$ cat config.mk
export PLATFORM = sky130hd
export DESIGN_NAME = fetch_sequencer
export DESIGN_NICKNAME = d
export VERILOG_FILES = /design/src/rtl/fetch_pkg.sv /design/src/rtl/fetch_buffer.sv /design/src/rtl/fetch_sequencer.sv
export SDC_FILE = /design/constraint.sdc
export NUM_CORES = 1
export LEC_CHECK = 0
export CAP_MARGIN = 25
export CORE_AREA = 2 2 163 165
export CTS_CLUSTER_SIZE = 16
export DETAILED_ROUTE_END_ITERATION = 16
export DIE_AREA = 0 0 165 167
export PLACE_DENSITY = 0.79
export SYNTH_ARGS = -nofsm -noshare
export SYNTH_HDL_FRONTEND = slang
export SYNTH_SLANG_ARGS = --single-unit
$ cat constraint.sdc
create_clock -name clk -period 4.9 [get_ports clk]
set_clock_uncertainty 0.1 [all_clocks]
set_input_delay 0.98 -clock clk [delete_from_list [all_inputs] [get_ports clk]]
set_output_delay 0.98 -clock clk [all_outputs]
set_load 0.05 [all_outputs]
$ cat src/rtl/fetch_pkg.sv
// Shared types and constants for the fetch sequencer and its instruction buffer.
package fetch_pkg;

   localparam int unsigned XLEN        = 32;
   localparam int unsigned INSTR_BYTES = 4;

   // Clears the byte-offset bits of a PC so that it is instruction aligned.
   localparam logic [XLEN-1:0] ALIGN_MASK = ~(XLEN'(INSTR_BYTES) - XLEN'(1));

   typedef enum logic [1:0] {
      IDLE    = 2'd0,
      ISSUE   = 2'd1,
      WAIT    = 2'd2,
      RELEASE = 2'd3
   } fseq_state_t;

   typedef struct packed {
      logic [XLEN-1:0] pc;
      logic [XLEN-1:0] instr;
   } fetch_entry_t;

   // Sequential PC increment; wraps modulo 2^32.
   function automatic logic [XLEN-1:0] next_pc(input logic [XLEN-1:0] pc);
      return pc + XLEN'(INSTR_BYTES);
   endfunction

endpackage

$ cat src/rtl/fetch_buffer.sv
// Synchronous FIFO of {pc, instruction} entries between the sequencer and decode.
// Flush has priority over push and pop; the head is presented straight from storage.
module fetch_buffer
   import fetch_pkg::*;
#(
   parameter int unsigned DEPTH = 4
) (
   input  logic                     clk,
   input  logic                     reset,
   input  logic                     push,
   input  fetch_entry_t             push_data,
   input  logic                     pop,
   input  logic                     flush,
   output fetch_entry_t             head,
   output logic [$clog2(DEPTH):0]   count
);

   localparam int unsigned PTR_W = $clog2(DEPTH);
   localparam int unsigned CNT_W = PTR_W + 1;

   fetch_entry_t     mem_q [DEPTH];
   logic [PTR_W-1:0] wr_ptr_q, wr_ptr_d;
   logic [PTR_W-1:0] rd_ptr_q, rd_ptr_d;
   logic [CNT_W-1:0] count_q, count_d;
   logic             do_push_c;
   logic             do_pop_c;

   // Qualified push/pop and next pointer/occupancy values.
   always_comb begin
      do_push_c = push && (count_q != CNT_W'(DEPTH)) && !flush;
      do_pop_c  = pop && (count_q != '0) && !flush;
      wr_ptr_d  = wr_ptr_q;
      rd_ptr_d  = rd_ptr_q;
      count_d   = count_q;
      if (flush) begin
         wr_ptr_d = '0;
         rd_ptr_d = '0;
         count_d  = '0;
      end else begin
         if (do_push_c) wr_ptr_d = wr_ptr_q + PTR_W'(1);
         if (do_pop_c)  rd_ptr_d = rd_ptr_q + PTR_W'(1);
         count_d = count_q + CNT_W'(do_push_c) - CNT_W'(do_pop_c);
      end
   end

   // Pointer/count registers and entry storage; storage is cleared so an empty head reads zero.
   always_ff @(posedge clk) begin
      if (reset) begin
         wr_ptr_q <= '0;
         rd_ptr_q <= '0;
         count_q  <= '0;
         for (int unsigned i = 0; i < DEPTH; i++) begin
            mem_q[i] <= '0;
         end
      end else begin
         wr_ptr_q <= wr_ptr_d;
         rd_ptr_q <= rd_ptr_d;
         count_q  <= count_d;
         if (do_push_c) begin
            mem_q[wr_ptr_q] <= push_data;
         end
      end
   end

   assign head  = mem_q[rd_ptr_q];
   assign count = count_q;

endmodule

$ cat src/rtl/fetch_sequencer.sv
// PC generator and instruction buffer in front of the instruction fetch unit.
// Issues one fetch at a time over the fetch_enable/fetch_addr level handshake,
// queues returned {pc, instruction} pairs for decode and handles redirects.
// Optional: FETCH_MISALIGN_CHECK_EN flags misaligned redirect targets in a
// sticky fetch_fault and blocks further fetches; without it the target is
// force-aligned and fetch_fault is tied low.
module fetch_sequencer
   import fetch_pkg::*;
#(
   parameter logic [31:0]  RESET_PC = 32'h0000_0000,
   parameter int unsigned  DEPTH    = 4
) (
   input  logic        clk,
   input  logic        reset,
   input  logic        run,
   input  logic        redirect_valid,
   input  logic [31:0] redirect_pc,
   output logic        fetch_enable,
   output logic [31:0] fetch_addr,
   input  logic [31:0] instruction,
   input  logic        instr_valid,
   output logic        out_valid,
   input  logic        out_ready,
   output logic [31:0] out_pc,
   output logic [31:0] out_instr,
   output logic        fetch_fault
);

   localparam int unsigned CNT_W = $clog2(DEPTH) + 1;

   fseq_state_t  state_q, state_d;
   logic [31:0]  pc_q, pc_d;
   logic         fe_q, fe_d;
   logic [31:0]  fa_q, fa_d;
   logic         discard_q, discard_d;

   logic         push_c;
   logic         pop_c;
   logic         issue_block_c;
   logic [31:0]  redirect_tgt_c;
   fetch_entry_t push_data_c;
   fetch_entry_t head_c;
   logic [CNT_W-1:0] buf_count_c;

`ifdef FETCH_MISALIGN_CHECK_EN
   logic fault_q, fault_d;

   // A misaligned redirect target latches a sticky fault; the raw target is still loaded.
   always_comb begin
      fault_d = fault_q;
      if (redirect_valid && (redirect_pc[1:0] != 2'b00)) begin
         fault_d = 1'b1;
      end
   end

   // Sticky fault register, cleared only by reset.
   always_ff @(posedge clk) begin
      if (reset) begin
         fault_q <= 1'b0;
      end else begin
         fault_q <= fault_d;
      end
   end

   assign redirect_tgt_c = redirect_pc;
   assign issue_block_c  = fault_q;
   assign fetch_fault    = fault_q;
`else
   assign redirect_tgt_c = redirect_pc & ALIGN_MASK;
   assign issue_block_c  = 1'b0;
   assign fetch_fault    = 1'b0;
`endif

   // Next-state, handshake and capture logic; a redirect overrides PC and push.
   always_comb begin
      state_d   = state_q;
      pc_d      = pc_q;
      fe_d      = fe_q;
      fa_d      = fa_q;
      discard_d = discard_q;
      push_c    = 1'b0;

      case (state_q)
         IDLE: begin
            if (run && (buf_count_c < CNT_W'(DEPTH)) && !redirect_valid && !issue_block_c) begin
               state_d = ISSUE;
               fe_d    = 1'b1;
               fa_d    = pc_q;
            end
         end
         ISSUE: begin
            state_d = WAIT;
         end
         WAIT: begin
            if (instr_valid) begin
               state_d = RELEASE;
               fe_d    = 1'b0;
               if (discard_q) begin
                  discard_d = 1'b0;
               end else begin
                  push_c = 1'b1;
                  pc_d   = next_pc(pc_q);
               end
            end
         end
         RELEASE: begin
            state_d = IDLE;
         end
         default: begin
            state_d = IDLE;
            fe_d    = 1'b0;
         end
      endcase

      // Any fetch still outstanding after this edge returns stale data and must be dropped.
      if (redirect_valid) begin
         pc_d      = redirect_tgt_c;
         push_c    = 1'b0;
         discard_d = (state_q == ISSUE) || ((state_q == WAIT) && !instr_valid);
      end
   end

   // Sequencer state registers.
   always_ff @(posedge clk) begin
      if (reset) begin
         state_q   <= IDLE;
         pc_q      <= RESET_PC;
         fe_q      <= 1'b0;
         fa_q      <= RESET_PC;
         discard_q <= 1'b0;
      end else begin
         state_q   <= state_d;
         pc_q      <= pc_d;
         fe_q      <= fe_d;
         fa_q      <= fa_d;
         discard_q <= discard_d;
      end
   end

   assign push_data_c.pc    = pc_q;
   assign push_data_c.instr = instruction;
   assign pop_c             = out_valid && out_ready;

   fetch_buffer #(
      .DEPTH (DEPTH)
   ) u_buffer (
      .clk       (clk),
      .reset     (reset),
      .push      (push_c),
      .push_data (push_data_c),
      .pop       (pop_c),
      .flush     (redirect_valid),
      .head      (head_c),
      .count     (buf_count_c)
   );

   assign fetch_enable = fe_q;
   assign fetch_addr   = fa_q;
   assign out_valid    = (buf_count_c != '0);
   assign out_pc       = head_c.pc;
   assign out_instr    = head_c.instr;

endmodule

==> impl_metrics.env, run 1 <==
export IMPL_clkTransAtPathRegs_ps=60
export IMPL_post_cts_setup_buffers=0
export IMPL_synth_xor_area_share=0.007353
export IMPL_p_leak_nw=6.211
export IMPL_cp_end_kind="output port"
export IMPL_syn_inst=1064
export IMPL_p_per_area_nw_per_um2=365.4
export IMPL_die_y_um=167
export IMPL_grt_pass1_wl_um=49300
export IMPL_cts_hold_buffers=0
export IMPL_worst_pin_slew_ps=1114
export IMPL_start_util=0.5548
export IMPL_dpl_hpwl_um=18690
export IMPL_syn_area_sq_um=14290
export IMPL_power_mw=6.276
export IMPL_cts_resized=0
export IMPL_synth_distinct_cells=62
export IMPL_cts_tree="built"
export IMPL_cp_data_arrival_time_ps=2880
export IMPL_timing_final_ws_setup_ps=941.8
export IMPL_yosys_top_cells_area="edfxtp_1 52%, dfxtp_1 10%, mux4_2 9.8%"
export IMPL_ys_seq_area_frac=0.6232
export IMPL_antenna_found_initial=1
export IMPL_cts_sinks=321
export IMPL_clock_root_buffer="clkbuf_16"
export IMPL_critPathKind="reg2out"
export IMPL_required_ps=3820
export IMPL_grtUsageTotal=0.2319
export IMPL_grt_pass1_vias=9095
export IMPL_core_sq_um=25760
export IMPL_grt_start_max_net_pins=125
export IMPL_wl_um=31700
export IMPL_reg2regPathDepth=8
export IMPL_post_place_ws_ps=1003
export IMPL_start_kind="flip-flop"
export IMPL_antenna_cells=0
export IMPL_routabilityCongestion=0.8147
export IMPL_synth_top_family_by_area="simple AND/OR/NAND/NOR gates"
export IMPL_min_period_over_period=0.8078
export IMPL_drc=0
export IMPL_min_period_ps=3958
export IMPL_clock_latency_ps=510
export IMPL_die_area_sq_um=27560
export IMPL_relSlewSlack=0.2502
export IMPL_detail_route_antenna_nets=0
export IMPL_io_buffer_count=161
export IMPL_finalSetupTns_ps=0
export IMPL_synth_compound_area_frac=0.04254
export IMPL_avgSynthCellArea_sq_um=13.43
export IMPL_status="finished, final reports clean"
export IMPL_rr_startpoint="state_q[0]$_SDFFE_PP0P_"
export IMPL_area_delta_synth_final_pct=20.15
export IMPL_hold_viol=0
export IMPL_drt_iter0_markers=714
export IMPL_fmax_mhz=252.6
export IMPL_row_count=59
export IMPL_synth_edf_count=248
export IMPL_ys_warn_count=0
export IMPL_nets=1263
export IMPL_async_reset_ff_frac=0
export IMPL_fp_dieW_um=165
export IMPL_clk_path_buf_depth=3
export IMPL_numCtsBuffers=34
export IMPL_synth_seq_cells=321
export IMPL_r2r_end="u_buffer.mem_q[1][29]$_SDFFCE_PN0P_"
export IMPL_maxCapViolCount=0
export IMPL_synth_flop_cell="edfxtp_1"
export IMPL_synth_top_area_share=0.5210
export IMPL_io_pins=169
export IMPL_htreeDepth=2
export IMPL_grt_overflow=0
export IMPL_setup_worst_path_end="out_pc[28]"
export IMPL_hold_path_class="reg2reg"
export IMPL_synthSimpleGateAreaFrac=0.1831
export IMPL_post_drt_wl_per_cell_um=20.53
export IMPL_drive_above_1_share=0.1315
export IMPL_cp_max_fo=23
export IMPL_synth_fa_ha_area_frac=0.006653
export IMPL_drtPass1Iterations=5
export IMPL_regToRegSetupSlack_ps=1850
export IMPL_vdd_drop_max_mv=0.2514
export IMPL_grt_setup_unrepaired="false"
export IMPL_fillers=1840
export IMPL_synth_top_cell_by_area="edfxtp_1"
export IMPL_yosys_mux_area_fraction=0.09909
export IMPL_vias_per_cell=5.819
export IMPL_vias=8985
export IMPL_setup_viol=0
export IMPL_slew_viol_final=0
[metrics by stage]
step | utilization | hold WS (ps) | std cells | cell area (sq um)
finish | 0.6666 | 355.1 | 1544 | 17170
floorplan | - | 380.5 | 1068 | 14310
detailed placement | 0.6250 | 350.1 | 1484 | 16100
global placement | 0.6250 | 342.3 | 1484 | 16100
CTS | 0.6655 | 359.1 | 1543 | 17150
global route | 0.6666 | 382.0 | 1544 | 17170
[where the power goes]
group          leakage, nW  switching [mW]  total, mW  internal (mW)
registers             3.16          0.0906       3.15           3.06
clock network        0.511            1.00       2.41           1.41
logic                 2.54           0.446      0.709          0.263
total                 6.21            1.54       6.28           4.74
[per-layer routing]
metal,GRT usage,vias to the layer above,routed length (um)
li1,-,4152,-
met5,0,-,0
met1,0.3213,4451,13530
met4,0.05709,0,556
met3,0.04384,42,2216
met2,0.3808,340,15400
[placed cells by master, fill, tap and decap left out, types with 17 or more instances in the layout]
cell             instances
a21oi_1                 34
nand2_1                 75
clkdlybuf4s50_1        160
and3_1                  65
edfxtp_1               248
mux4_2                  62
clkbuf_16               37
a311oi_1                17
nor2_1                  39
dfxtp_1                 71
and2_1                 186
[kinds of logic (layout without fill, tap and decap cells)]
family / Yosys count / in the layout
flops: 321 / 321
mux: 64 / 64
compound gates: 89 / 89
fa+ha+maj: 7 / 7
xor+xnor: 12 / 12
other cells: 1 / 5
buf+inv: 113 / 254
simple gates: 457 / 457
[final cells by class]
| class | count | area, sq um | share of cell area |
|---|---|---|---|
| flip-flops and latches | 321 | 8916 | 0.5192 |
| clock inverters | 9 | 47.55 | 0.002768 |
| clock buffers | 50 | 996.0 | 0.05799 |
| multi-input cells | 634 | 4903 | 0.2855 |
| inverters | 14 | 52.55 | 0.003060 |
| repair buffers | 181 | 1839 | 0.1071 |
| well taps | 335 | 419.2 | 0.02441 |
[worst max-delay path: stages, from the launching register on]
cell,delay (ps)
dfxtp_4,650
buf_4,410
mux4_2,570
clkdlybuf4s50_1,720
[cells in the mapped netlist (all sizes together), types with 10 or more instances]
cell and n:
clkbuf 64, and2 189, and3 66, edfxtp 248, a211oi 10, a21oi 34
or4 11, inv 14, nand2 79, nand3 11, buf 33, dfxtp 73
or3 12, nand4 10, nor2 40, a311oi 17, mux4 62
[worst min path at each step]
stage,from,endpoint,cells after the start
finish,fetch_addr[24]$_SDFFE_PP0P_,fetch_addr[24]$_SDFFE_PP0P_,2
CTS,fetch_addr[24]$_SDFFE_PP0P_,fetch_addr[24]$_SDFFE_PP0P_,2
global placement,fetch_addr[28]$_SDFFE_PP0P_,fetch_addr[28]$_SDFFE_PP0P_,2
global route,fetch_addr[16]$_SDFFE_PP0P_,fetch_addr[16]$_SDFFE_PP0P_,2
floorplan,pc_q[30]$_SDFFE_PP0P_,fetch_addr[30]$_SDFFE_PP0P_,2
detailed placement,fetch_addr[20]$_SDFFE_PP0P_,fetch_addr[20]$_SDFFE_PP0P_,2
[state kept, by name, indices dropped and copies added, names as in the netlist, named ones only]
name and count:
state_q 2, fetch_addr 30, u_buffer.mem_q 248, u_buffer.rd_ptr_q 2
fetch_enable 1, discard_q 1, u_buffer.count 3, u_buffer.wr_ptr_q 2
pc_q 30
Note: power is estimated with default switching activity, not from simulation.
==> run 2: changes to the inputs <==
Clock period 4.9 ns to 3.9 ns, I/O delays scaled along.
==> run 2 against run 1 <==
Against the previous run: critical path depth unchanged; global-route usage barely moved; die area stayed put; via count fell by 0.68%; largest cell class unchanged; largest power group unchanged; highest routed layer unchanged; core utilization up 0.28 points.
==> impl_metrics.env, run 2 (same netlist as run 1, synthesis figures left out) <==
export IMPL_cpLargestDelayFamily="buffers and inverters"
export IMPL_maxCapViolCount=0
export IMPL_antenna_cells=0
export IMPL_path_buf_inv=2
export IMPL_slew_viol_final=0
export IMPL_fmax_mhz=277.6
export IMPL_wl_um=31250
export IMPL_min_period_over_period=0.9236
export IMPL_drive_above_1_share=0.1338
export IMPL_start_util=0.5548
export IMPL_core_sq_um=25760
export IMPL_cp_end_kind="output port"
export IMPL_nets=1266
export IMPL_grt_pass1_vias=9011
export IMPL_grt_start_max_net_pins=125
export IMPL_cts_tree="built"
export IMPL_p_per_area_nw_per_um2=459.8
export IMPL_drt_iter0_markers=753
export IMPL_vias_per_cell=5.772
export IMPL_hold_viol=0
export IMPL_area_delta_synth_final_pct=20.65
export IMPL_rr_startpoint="state_q[0]$_SDFFE_PP0P_"
export IMPL_clock_root_buffer="clkbuf_16"
export IMPL_min_period_ps=3602
export IMPL_drtPass1Iterations=5
export IMPL_setup_worst_path_end="out_pc[9]"
export IMPL_io_buffer_count=161
export IMPL_finalSetupTns_ps=0
export IMPL_worst_pin_slew_ps=1119
export IMPL_mostFrequentLayoutCells="248 x edfxtp_1, 186 x and2_1, 160 x clkdlybuf4s50_1"
export IMPL_timing_final_ws_setup_ps=298.1
export IMPL_status="finished, final reports clean"
export IMPL_p_leak_nw=6.239
export IMPL_cp_slowest_cell="clkdlybuf4s50_1"
export IMPL_dpl_hpwl_um=18480
export IMPL_post_cts_setup_buffers=0
export IMPL_setup_viol=0
export IMPL_clk_path_buf_depth=3
export IMPL_routabilityCongestion=0.8453
export IMPL_hold_path_class="reg2reg"
export IMPL_fp_dieW_um=165
export IMPL_reg2regPathDepth=8
export IMPL_r2r_end="u_buffer.mem_q[3][13]$_DFFE_PP_"
export IMPL_final_common_cell="edfxtp_1"
export IMPL_required_ps=3020
export IMPL_cp_max_fo=20
export IMPL_htreeDepth=2
export IMPL_crit_chain="buf_4, mux4_2, clkdlybuf4s50_1"
export IMPL_regToRegSetupSlack_ps=1220
export IMPL_cts_hold_buffers=0
export IMPL_cts_resized=0
export IMPL_relSlewSlack=0.2470
export IMPL_io_pins=169
export IMPL_clkTransAtPathRegs_ps=60
export IMPL_worst_path_stages=3
export IMPL_grt_overflow=0
export IMPL_largest_register_ffs=248
export IMPL_vias=8924
export IMPL_post_place_ws_ps=579.8
export IMPL_cts_sinks=321
export IMPL_max_stage_delay_ps=720
export IMPL_grt_setup_unrepaired="false"
export IMPL_numCtsBuffers=35
export IMPL_grtUsageTotal=0.2319
export IMPL_post_drt_wl_per_cell_um=20.21
export IMPL_vdd_drop_max_mv=0.3424
export IMPL_antenna_found_initial=1
export IMPL_drc=0
export IMPL_cp_data_arrival_time_ps=2720
export IMPL_row_count=59
export IMPL_die_area_sq_um=27560
export IMPL_fillers=1837
export IMPL_critPathKind="reg2out"
export IMPL_clock_latency_ps=510
export IMPL_die_y_um=167
export IMPL_grt_pass1_wl_um=49310
export IMPL_regMostFlops="u_buffer.mem_q"
export IMPL_detail_route_antenna_nets=0
export IMPL_start_kind="flip-flop"
[run 2: changes by cell type in the layout (fill, tap and decap cells not counted)]
cell and delta:
buf_12 +5, buf_16 -1, buf_4 -2, bufinv_16 +1, clkbuf_1 -1, clkbuf_2 -1
clkbuf_8 -1, clkinv_2 +3, inv_6 -1
[run 2: final cells by class]
class | count | area, sq um | share of cell area
clock buffers | 47 | 973.4 | 0.05645
repair buffers | 183 | 1897 | 0.1100
inverters | 14 | 52.55 | 0.003047
well taps | 335 | 419.2 | 0.02431
flip-flops and latches | 321 | 8916 | 0.5170
multi-input cells | 634 | 4903 | 0.2843
clock inverters | 12 | 83.83 | 0.004861
[run 2: worst min-delay path by stage]
stage,from,end,slack (ps),depth (start not counted)
2_1_floorplan,pc_q[30]$_SDFFE_PP0P_,fetch_addr[30]$_SDFFE_PP0P_,380,2
3_3_place_gp,fetch_addr[11]$_SDFFE_PP0P_,fetch_addr[11]$_SDFFE_PP0P_,340,2
3_5_place_dp,fetch_addr[6]$_SDFFE_PP0P_,fetch_addr[6]$_SDFFE_PP0P_,350,2
4_1_cts,fetch_addr[23]$_SDFFE_PP0P_,fetch_addr[23]$_SDFFE_PP0P_,360,2
5_1_grt,fetch_addr[10]$_SDFFE_PP0P_,fetch_addr[10]$_SDFFE_PP0P_,380,2
6_report,fetch_addr[5]$_SDFFE_PP0P_,fetch_addr[5]$_SDFFE_PP0P_,360,2
[run 2: worst reg2reg max path: cells and delay by family (launching register included)]
kind	cells	cell delay [ps]
fa+ha+maj	1	280
compound gates	1	400
buf+inv	3	570
flops	1	330
simple gates	3	680
[run 2: layer usage]
metal	vias up	global-route usage	wire [um]	part of all wire
met5	-	0	0	0
met2	319	0.3699	14920	0.48
li1	4155	-	-	-
met4	0	0.06730	820	0.026
met3	55	0.04458	2110	0.068
met1	4395	0.3267	13400	0.43
[run 2: stage by stage]
stage                     instance area, sq um  total power [mW]  std cells    util  hold slack [ps]
final                                    17250             7.929       1546  0.6694            361.1
after global routing                     17250             8.194       1546  0.6694            383.0
after CTS                                17250             7.986       1546  0.6694            363.6
after detailed placement                 16190             4.929       1487  0.6283            352.5
after global placement                   16190             4.906       1487  0.6283            344.5
after floorplan                          14310             4.583       1068       -            380.5
[run 2: power breakdown]
group,switching [mW],internal (mW),total (mW)
logic,0.565,0.333,0.898
clock network,1.26,1.81,3.07
registers,0.112,3.85,3.96
total,1.94,5.99,7.93
==> run 3: changes to the inputs <==
Settings changed: GPL_TIMING_DRIVEN set to 1.
==> results of run 3 <==
Final layout, timing and power as in run 2 (identical DEF).
